==> config.mk <==
export PLATFORM = sky130hd
export DESIGN_NAME = byte_store_arbiter
export DESIGN_NICKNAME = d
export VERILOG_FILES = /design/src/rtl/byte_store_arbiter.sv
export SDC_FILE = /design/constraint.sdc
export NUM_CORES = 1
export LEC_CHECK = 0
export CORE_MARGIN = 2
export CORE_UTILIZATION = 44
export DETAILED_ROUTE_END_ITERATION = 6
export MAX_ROUTING_LAYER = met4
export PLACE_DENSITY_LB_ADDON = 0.1
export SLEW_MARGIN = 10
export SYNTH_ARGS = -nofsm -noshare
export SYNTH_HDL_FRONTEND = slang
export SYNTH_SLANG_ARGS = --single-unit
export TNS_END_PERCENT = 10
==> constraint.sdc <==
create_clock -name clk -period 2.7 [get_ports clk]
set_input_delay 0.54 -clock clk [delete_from_list [all_inputs] [get_ports clk]]
set_output_delay 0.54 -clock clk [all_outputs]
set_load 0.1 [all_outputs]
==> src/rtl/byte_store_arbiter.sv <==
// Round-robin arbiter and glitch-safe write sequencer for a shared 8-bit latch byte store.
// Optional macro BYTE_STORE_LAST_ID_EN adds the last_id output (id of the last completed write).
module byte_store_arbiter #(
  parameter int NUM_REQ = 4,
  parameter int ID_W    = 2
) (
  input  logic                 clk,
  input  logic                 reset,
  input  logic [NUM_REQ-1:0]   req,
  input  logic [NUM_REQ*8-1:0] req_data,
  output logic [NUM_REQ-1:0]   ack,
  output logic [7:0]           mem_data,
  output logic                 mem_store,
  output logic                 busy
`ifdef BYTE_STORE_LAST_ID_EN
  ,
  output logic [ID_W-1:0]      last_id
`endif
);

  typedef enum logic [1:0] {
    IDLE   = 2'd0,
    SETUP  = 2'd1,
    STROBE = 2'd2,
    HOLD   = 2'd3
  } state_t;

  state_t              state_q, state_d;
  logic [ID_W-1:0]     rr_ptr;
  logic [ID_W-1:0]     win_id;
  logic [ID_W-1:0]     pick;
  logic [ID_W-1:0]     next_ptr;
  logic [ID_W:0]       pick_sum;
  logic                pick_found;
  logic [2*NUM_REQ-1:0] req_dbl;
  logic [NUM_REQ-1:0]  win_onehot;
  logic [7:0]          sel_byte;

  // Rotating the doubled request vector puts rr_ptr at bit 0, so the first set bit
  // found scanning upward is the round-robin winner, wrap included.
  assign req_dbl = {req, req} >> rr_ptr;

  // NOTE: every variable written here gets a default first, so no path leaves it unassigned and no latch is inferred.
  always_comb begin
    pick_found = 1'b0;
    pick_sum   = '0;
    pick       = '0;
    for (int k = 0; k < NUM_REQ; k++) begin
      if (!pick_found && req_dbl[k]) begin
        pick_found = 1'b1;
        pick_sum   = {1'b0, rr_ptr} + (ID_W+1)'(k);
        if (pick_sum >= (ID_W+1)'(NUM_REQ))
          pick_sum = pick_sum - (ID_W+1)'(NUM_REQ);
        pick = pick_sum[ID_W-1:0];
      end
    end
  end

  assign sel_byte = req_data[{pick, 3'b000} +: 8];

  always_comb begin
    win_onehot = '0;
    for (int i = 0; i < NUM_REQ; i++)
      win_onehot[i] = (win_id == ID_W'(i));
  end

  assign next_ptr = (win_id == ID_W'(NUM_REQ - 1)) ? '0 : win_id + 1'b1;

  always_comb begin
    state_d = state_q;
    unique case (state_q)
      IDLE:    if (|req) state_d = SETUP;
      SETUP:   state_d = STROBE;
      STROBE:  state_d = HOLD;
      HOLD:    state_d = IDLE;
      default: state_d = IDLE;
    endcase
  end

  // Outputs are registered from the next state, so each is valid for exactly the
  // cycle its state occupies and nothing reaches an output combinationally from req.
  // NOTE: sequential state uses non-blocking assignments so every register samples pre-edge values.
  always_ff @(posedge clk or posedge reset) begin
    if (reset) begin
      state_q   <= IDLE;
      rr_ptr    <= '0;
      win_id    <= '0;
      mem_data  <= 8'h00;
      mem_store <= 1'b0;
      ack       <= '0;
      busy      <= 1'b0;
    end else begin
      state_q   <= state_d;
      busy      <= (state_d != IDLE);
      mem_store <= (state_d == STROBE);
      ack       <= (state_d == HOLD) ? win_onehot : '0;
      // mem_data only moves on IDLE->SETUP, keeping it stable around the strobe.
      if (state_q == IDLE && pick_found) begin
        win_id   <= pick;
        mem_data <= sel_byte;
      end
      if (state_q == HOLD)
        rr_ptr <= next_ptr;
    end
  end

`ifdef BYTE_STORE_LAST_ID_EN
  always_ff @(posedge clk or posedge reset) begin
    if (reset)
      last_id <= '0;
    else if (state_d == HOLD)
      last_id <= win_id;
  end
`endif

endmodule

* Word-level counts from Yosys, hierarchy flattened *
Cells that the tools add are included.

storage, ports and cells
  output and inout port bits = 14
  word-level logic and storage cells = 56
  bits of input ports = 38
  flip-flop bits (word level) = 20

cells by class
  reduce and logical (&&, ||, !) cells = 11
  add/subtract/negate cells = 8
  $lt $le $gt $ge = 4
  shifts and indexed selects = 2
  equality and inequality tests = 8
  multiplexer cells = 16

operators with widths
  kind                                                               number
  variable part select 32 x 6 -> 8 bit                               1
  2-to-1 mux 2 bit                                                   10
  == test 2 bit, second input constant                               6
  greater-or-equal comparator 3 bit, second input constant           3
  case mux 2 bit (4 select lines)                                    1
  >> shifter 8 x 2 -> 4 bit                                          1
  subtractor 2 x 1 -> 2 bit, second input constant                   4
  adder 2 x 2 -> 3 bit, second input constant                        2
  == test 2 x 1 -> 1 bit, second input constant                      2
  logical AND 1 bit                                                  4
  logical NOT 2 bit                                                  2
  2-to-1 mux 1 bit                                                   4
  2-to-1 mux 4 bit                                                   1
  OR reduction 4 bit                                                 1
  adder 2 x 1 -> 3 bit, second input constant                        1
  greater-or-equal comparator 2 x 3 -> 1 bit, second input constant  1
  logical NOT 1 bit                                                  3
  adder 2 x 1 -> 2 bit, second input constant                        1
  nonzero test 2 bit                                                 1

* Depth between registers and ports, before layout *
Gate-level depths: netlist of run 1.

  depth after elaboration = 12
  depth in mapped cells = 6
  gate-level depth less buffers = 5

* Worst setup path before layout of run 1 *
OpenSTA, ideal clock, no wires.

  kind = input to register
  start = input port req[0]
  end = register mem_data[3]
  data arrival time = 1.509 ns
  library setup time = 0.141 ns
  buffers on the path = 1
  stages on the path = 6
  path slack = 1.049 ns
  data required time = 2.559 ns
  cells stage by stage = nor2b_4 > a21oi_2 > o221ai_4 > buf_8 > mux2i_1 > o221ai_1

on the way
  cells in the longest elaborated chain, start to end = 12
  elaborated cells between the ends (all ways) = 17
  classes of those cells = shift (2); mux (8); reduce/logical (7)

RTL lines
  what                                                                              line    source
  from (decl)                                                                       9       input logic [NUM_REQ-1:0] req,
  >> shifter 8 x 2 -> 4 bit *                                                       41      assign req_dbl = {req, req} >> rr_ptr;
  2-to-1 mux 1 bit                                                                  49      if (!pick_found && req_dbl[k]) begin
  logical NOT 1 bit                                                                 49
  logical AND 1 bit                                                                 49
  2-to-1 mux 1 bit                                                                  49
  logical NOT 1 bit                                                                 49
  logical AND 1 bit                                                                 49
  2-to-1 mux 1 bit                                                                  49
  logical NOT 1 bit                                                                 49
  logical AND 1 bit                                                                 49
  2-to-1 mux 2 bit / 2-to-1 mux 1 bit (equally long branches)                       49
  variable part select 32 x 6 -> 8 bit / logical AND 1 bit (equally long branches)  59, 98
  to (signal assigned)                                                              100     mem_data <= sel_byte;
  to (decl)                                                                         12      output logic [7:0] mem_data,

Mark *: on every way between the ends. The rest lies on a longest branch, timed or not.
A chain may end at the register's enable or synchronous reset.

* Final worst setup path of run 1 *
  start = input port req[0]
  end = register mem_data[5]

The elaborated chain is that of the path after synthesis.

==> impl_metrics.json, run 1 <==
{
  "worstPathRequired_ps": 2880,
  "h-tree-depth": 1,
  "fin_area_mm2": 0.00168,
  "grt_first_pass_wirelength_mm": 4.04,
  "yosysWarnings": 0,
  "root_buffer": "clkbuf_4",
  "ant_nets": 0,
  "max-slew-margin-rel_pct": 49.5,
  "drt_iter0_markers": 7,
  "seq_area_frac_synth_pct": 44.5,
  "post-route-period-util_pct": 73.6,
  "syn_area_per_cell_um2": 11.0,
  "fmax_ghz": 0.503,
  "power.switching_uw": 1180,
  "finalSetupViolCount": 0,
  "async_flop_share_pct": 100,
  "final-hold-violation-count": 0,
  "num_vias": 973,
  "start_kind": "input pin",
  "drcViolationCount": 0,
  "syn-num-nets": 148,
  "numPortBuffers": 51,
  "post_cts.repair.setup_buffers": 0,
  "status": "complete, no violations",
  "swShare_pct": 54.2,
  "hpwlAfterDp_mm": 2.16,
  "slew_viol_final": 0,
  "cts_resized": 0,
  "fillers": 195,
  "utilization_pct": 68.6,
  "rsz0062_at_grt": "no",
  "syn_inst": 102,
  "worst-path-buf-inv": 2,
  "path_delay_family": "buffers and inverters",
  "antenna_found_initial": 0,
  "gp_congestion": 0.752,
  "post-route-worst-setup-slack_ps": 713,
  "crit_type": "in2reg",
  "die_w_um": 54.6,
  "combPwrFrac_pct": 63.7,
  "leakage_uw": 0.000810,
  "synth_most_common_cell": "dfrtp_1",
  "synth_area_leaders": "dfrtp_1 (44%), mux2i_1 (14%), ha_1 (8.9%)",
  "ir_drop_uv": 968,
  "ctsHoldBuffers": 0,
  "place_ws_ps": 359,
  "wl_per_cell_um": 14.4,
  "antenna_cells": 0,
  "crit_arrival_ps": 2160,
  "clock_power_share_pct": 11.4,
  "max-clock-path-buffers": 2,
  "cp_max_fo": 16,
  "min_path_type": "reg2reg",
  "grt_overflow_total": 0,
  "path_clk_slew_ps": 110,
  "ys_types": 26,
  "grt_pass1_vias": 924,
  "fin_nets": 203,
  "synth_top_cells_by_count": "dfrtp_1 (20), mux2i_1 (16), nand2_1 (14), ha_1 (8), o221ai_1 (8)",
  "cts_tree": "yes",
  "timing.setup.tns_ps": 0,
  "ios": 52,
  "endpoint_kind": "flop",
  "synth_edf_count": 0,
  "drt_wl_total_mm": 2.68,
  "cts_buffers": 3,
  "drive_above_1_share_pct": 17.9,
  "grt_util_all_layers_pct": 20.4,
  "p_int_uw": 995,
  "synth-seq-cells": 20,
  "die-area_mm2": 0.00298,
  "yosysTopAreaCell": "dfrtp_1",
  "seqPwrFrac_pct": 24.9,
  "area_delta_synth_final_pct": 49.6,
  "dr.pass1.iters": 4,
  "grt_max_degree": 21,
  "core_mm2": 0.00245,
  "worstMarginPinSlew_ps": 757,
  "synth_top_area_share_pct": 44.5,
  "post_drt_via_cell_ratio": 5.23,
  "p_per_area_mw_per_mm2": 1290,
  "synth_area_mm2": 0.00112,
  "insertion_delay_ps": 310,
  "initial_utilization_pct": 45.8,
  "cap_violations": 0,
  "synth_flop_cell": "dfrtp_1",
  "crit_chain": "clkdlybuf4s50_1 -> nor2b_4 -> a21oi_2 -> o221ai_4 -> buf_4 -> mux2i_1 -> o221ai_1",
  "slowest_stage": "clkdlybuf4s50_1",
  "slowest_delay_ps": 530,
  "die_y_um": 54.6,
  "finalClockSkew_ps": 9.86,
  "fin_crit_ps": 1990,
  "rows": 18,
  "numClockSinks": 20,
  "place_area_mm2": 0.00163
}
-- routing by layer --
metal / routed length [um] / share of wire (%) / GRT usage (%) / vias up
met5: 0 / 0 / - / -
met1: 984 / 37 / 20.9 / 480
met2: 1550 / 58 / 38.2 / 25
met4: 17 / 0.64 / 5.00 / 0
li1: - / - / - / 466
met3: 127 / 4.7 / 5.46 / 2
-- layout make-up --
cell class                      instances  area, um2  area share, %
Timing Repair Buffer                   53        490           29.1
Clock buffer                            3       22.5           1.34
Sequential cell                        20        500           29.7
Tap cell                               30       37.5           2.23
Inverter                                6       22.5           1.34
Multi-Input combinational cell         73        579           34.4
Clock inverter                          1       30.0           1.78
-- worst register-to-register path, cell delays in order (launching register included) --
cell and delay, ps:
dfrtp_1 460, nor2b_4 150, a21oi_2 60, o221ai_4 150, buf_4 300, mux2i_1 250
o221ai_1 140
-- power by group through the flow --
stage               combinational [uW]  sequential (uW)  clock, uW
floorplan                          455             1160          0
global placement                  1370              539          0
detailed placement                1400              547          0
CTS                               1400              542        255
global route                      1470              559        266
finish                            1380              541        247
-- kinds of logic (layout without fill, tap and decap cells) --
kind of cell,after synthesis,count (layout),share of synthesized area (%)
DFF,20,20,44.5
AOI/OAI and AO/OA,17,17,13.6
muxes,18,18,16.2
adders and majority gates,8,8,8.90
and+or+nand+nor,30,30,12.8
buffers and inverters,9,63,4.00
-- through the flow --
step / hold slack (ps) / total power (uW) / std cells
finish: 508 / 2170 / 186
global route: 549 / 2300 / 186
CTS: 513 / 2200 / 186
detailed placement: 485 / 1950 / 182
global placement: 473 / 1910 / 182
floorplan: 499 / 1620 / 102
-- cells in the final DEF (no fill, tap or decap), drive strengths merged --
cell type and n:
a21o 1, ha 8, clkbuf 3, a21boi 1
clkdlybuf4s50 37, nand3 1, o22ai 1, dfrtp 20
o211ai 1, inv 6, nor2b 3, nand2 14
and2 4, mux2i 16, buf 16, o221ai 9
mux2 2, nor2 6, o21ai 2, or2 2
bufinv 1, a21oi 2
-- worst paths after layout --
kind / slack, ps / to / from / depth (start not counted)
setup / recovery: 710 / mem_data[5] / req[0] / 7
hold / removal: 510 / mem_data[2] / mem_data[2] / 2
setup reg to reg: 1060 / mem_data[5] / rr_ptr[0] / 6
hold reg to reg: 510 / mem_data[2] / mem_data[2] / 2
max in group asynchronous: 1570 / mem_data[5] / reset / 2
min in group asynchronous: 650 / ack[1] / reset / 2
-- flip-flops by register name, summed over array words and instances, names as in the netlist --
| name | cells |
|---|---|
| ack | 4 |
| mem_store | 1 |
| busy | 1 |
| mem_data | 8 |
| rr_ptr | 2 |
| win_id | 2 |
| state_q | 2 |
Power figures use the tool's default switching activity.
==> run 2: changes to the inputs <==
--- a/config.mk
+++ b/config.mk
@@ -6,7 +6,7 @@
 export NUM_CORES = 1
 export LEC_CHECK = 0
 export CORE_MARGIN = 2
-export CORE_UTILIZATION = 44
+export CORE_UTILIZATION = 41
 export DETAILED_ROUTE_END_ITERATION = 6
 export MAX_ROUTING_LAYER = met4
 export PLACE_DENSITY_LB_ADDON = 0.1
==> constraint.sdc (replaced) <==
create_clock -name clk -period 1.85 [get_ports clk]
set_input_delay 0.37 -clock clk [delete_from_list [all_inputs] [get_ports clk]]
set_output_delay 0.37 -clock clk [all_outputs]
set_load 0.1 [all_outputs]
==> impl_metrics.json, run 2 (synthesized netlist as in run 1, its figures left out) <==
{
  "wl_per_cell_um": 14.5,
  "cts_buffers": 3,
  "combPwrFrac_pct": 69.1,
  "die-area_mm2": 0.00318,
  "place_area_mm2": 0.00185,
  "cts_tree": "yes",
  "drcViolationCount": 0,
  "clock_power_share_pct": 6.0,
  "grt_first_pass_wirelength_mm": 4.79,
  "slew_viol_final": 0,
  "min_path_type": "in2async",
  "num_vias": 992,
  "fin_crit_ps": 1750,
  "reg2reg_depth": 6,
  "place_ws_ps": -211,
  "post_drt_via_cell_ratio": 5.17,
  "initial_utilization_pct": 44.2,
  "swShare_pct": 51.9,
  "ir_drop_uv": 1640,
  "top_register": "mem_data",
  "crit_arrival_ps": 1920,
  "ios": 52,
  "worstMarginPinSlew_ps": 282,
  "finalSetupViolCount": 0,
  "fin_nets": 210,
  "post-route-worst-setup-slack_ps": 97.4,
  "path_clk_slew_ps": 110,
  "drt_wl_total_mm": 2.78,
  "post-route-period-util_pct": 94.7,
  "leakage_uw": 0.000880,
  "post_cts.repair.setup_buffers": 0,
  "largest_reg_flops": 8,
  "worstPathRequired_ps": 2020,
  "area.sequential_um2": 500,
  "fmax_ghz": 0.571,
  "power.switching_uw": 1790,
  "p_per_area_mw_per_mm2": 1850,
  "crit_type": "in2reg",
  "final_cells": 192,
  "final_cell_mix": "clkdlybuf4s50_1 (37), dfrtp_1 (20), mux2i_1 (16)",
  "antenna_found_initial": 0,
  "status": "complete, no violations",
  "drive_above_1_share_pct": 21.0,
  "reg_top3": "mem_data: 8 flops, ack: 4 flops",
  "die_w_um": 56.4,
  "grt_max_degree": 21,
  "dr.pass1.iters": 5,
  "area_delta_synth_final_pct": 66.1,
  "rrSetupSlack_ps": 220,
  "cap_violations": 0,
  "max-slew-margin-rel_pct": 81.4,
  "fillers": 185,
  "cp_max_fo": 16,
  "cts_resized": 0,
  "final_common_cell": "clkdlybuf4s50_1",
  "grt_pass1_vias": 1058,
  "numClockSinks": 20,
  "grt_util_all_layers_pct": 20.0,
  "finalClockSkew_ps": 8.23,
  "dp_cells": 189,
  "utilization_pct": 73.4,
  "multiInputGateArea_um2": 579,
  "numPortBuffers": 51,
  "gp_congestion": 0.762,
  "root_buffer": "clkbuf_4",
  "rr_endpoint": "mem_data[6]",
  "fin_area_mm2": 0.00187,
  "max-clock-path-buffers": 2,
  "antenna_cells": 0,
  "grt_overflow_total": 0,
  "r2r_start": "rr_ptr[1]",
  "endpoint_kind": "flop",
  "h-tree-depth": 1,
  "ant_nets": 0,
  "p_int_uw": 1660,
  "drt_iter0_markers": 23,
  "start_kind": "input pin",
  "core_mm2": 0.00254,
  "seqPwrFrac_pct": 24.9,
  "die_y_um": 56.4,
  "rsz0062_at_grt": "no",
  "rows": 18,
  "hpwlAfterDp_mm": 2.25,
  "final-hold-violation-count": 0,
  "ctsHoldBuffers": 0,
  "insertion_delay_ps": 300
}
## run 2: layout make-up
type / instances / share of cell area (%)
Multi-Input combinational cell: 73 / 31.0
Sequential cell: 20 / 26.8
Inverter: 6 / 1.21
Tap cell: 30 / 2.01
Timing Repair Buffer: 60 / 37.8
Clock buffer: 3 / 1.21
## run 2: worst max-delay path, stage by stage
cell	delay (ps)
clkdlybuf4s50_1	530
nor2b_4	180
a21oi_2	60
o221ai_4	190
buf_12	200
mux2i_1	240
o221ai_1	150
## run 2: worst max-delay path by stage
stage / startpoint / depth (start not counted) / slack (ps) / endpoint
2_1_floorplan: rr_ptr[0] / 6 / 320 / mem_data[3]
3_3_place_gp: req[0] / 7 / -110 / mem_data[3]
3_5_place_dp: req[0] / 7 / -210 / mem_data[6]
4_1_cts: req[0] / 7 / 110 / mem_data[6]
5_1_grt: req[0] / 7 / 30 / mem_data[6]
6_report: req[0] / 7 / 100 / mem_data[6]
## run 2: power by group through the flow
| stage | registers [uW] | clock network (uW) | logic (uW) |
|---|---|---|---|
| detailed placement | 863 | 0 | 2410 |
| finish | 859 | 206 | 2390 |
| CTS | 859 | 210 | 2410 |
| global route | 884 | 227 | 2530 |
| global placement | 857 | 0 | 2350 |
| floorplan | 1700 | 0 | 665 |
## run 2: layer usage
metal	global-route usage, %	vias to the layer above	part of all wire [%]
met3	4.15	6	5.0
met1	23.3	469	40
li1	-	482	-
met4	6.12	0	1.8
met5	-	-	0
met2	34.6	35	53
## run 2: through the flow
stage | hold slack [ps] | power, uW | setup TNS, ps
6_report | 385 | 3450 | 0
5_1_grt | 428 | 3640 | 0
2_1_floorplan | 334 | 2360 | 0
4_1_cts | 399 | 3480 | 0
3_5_place_dp | 536 | 3270 | -1370
3_3_place_gp | 524 | 3210 | -730
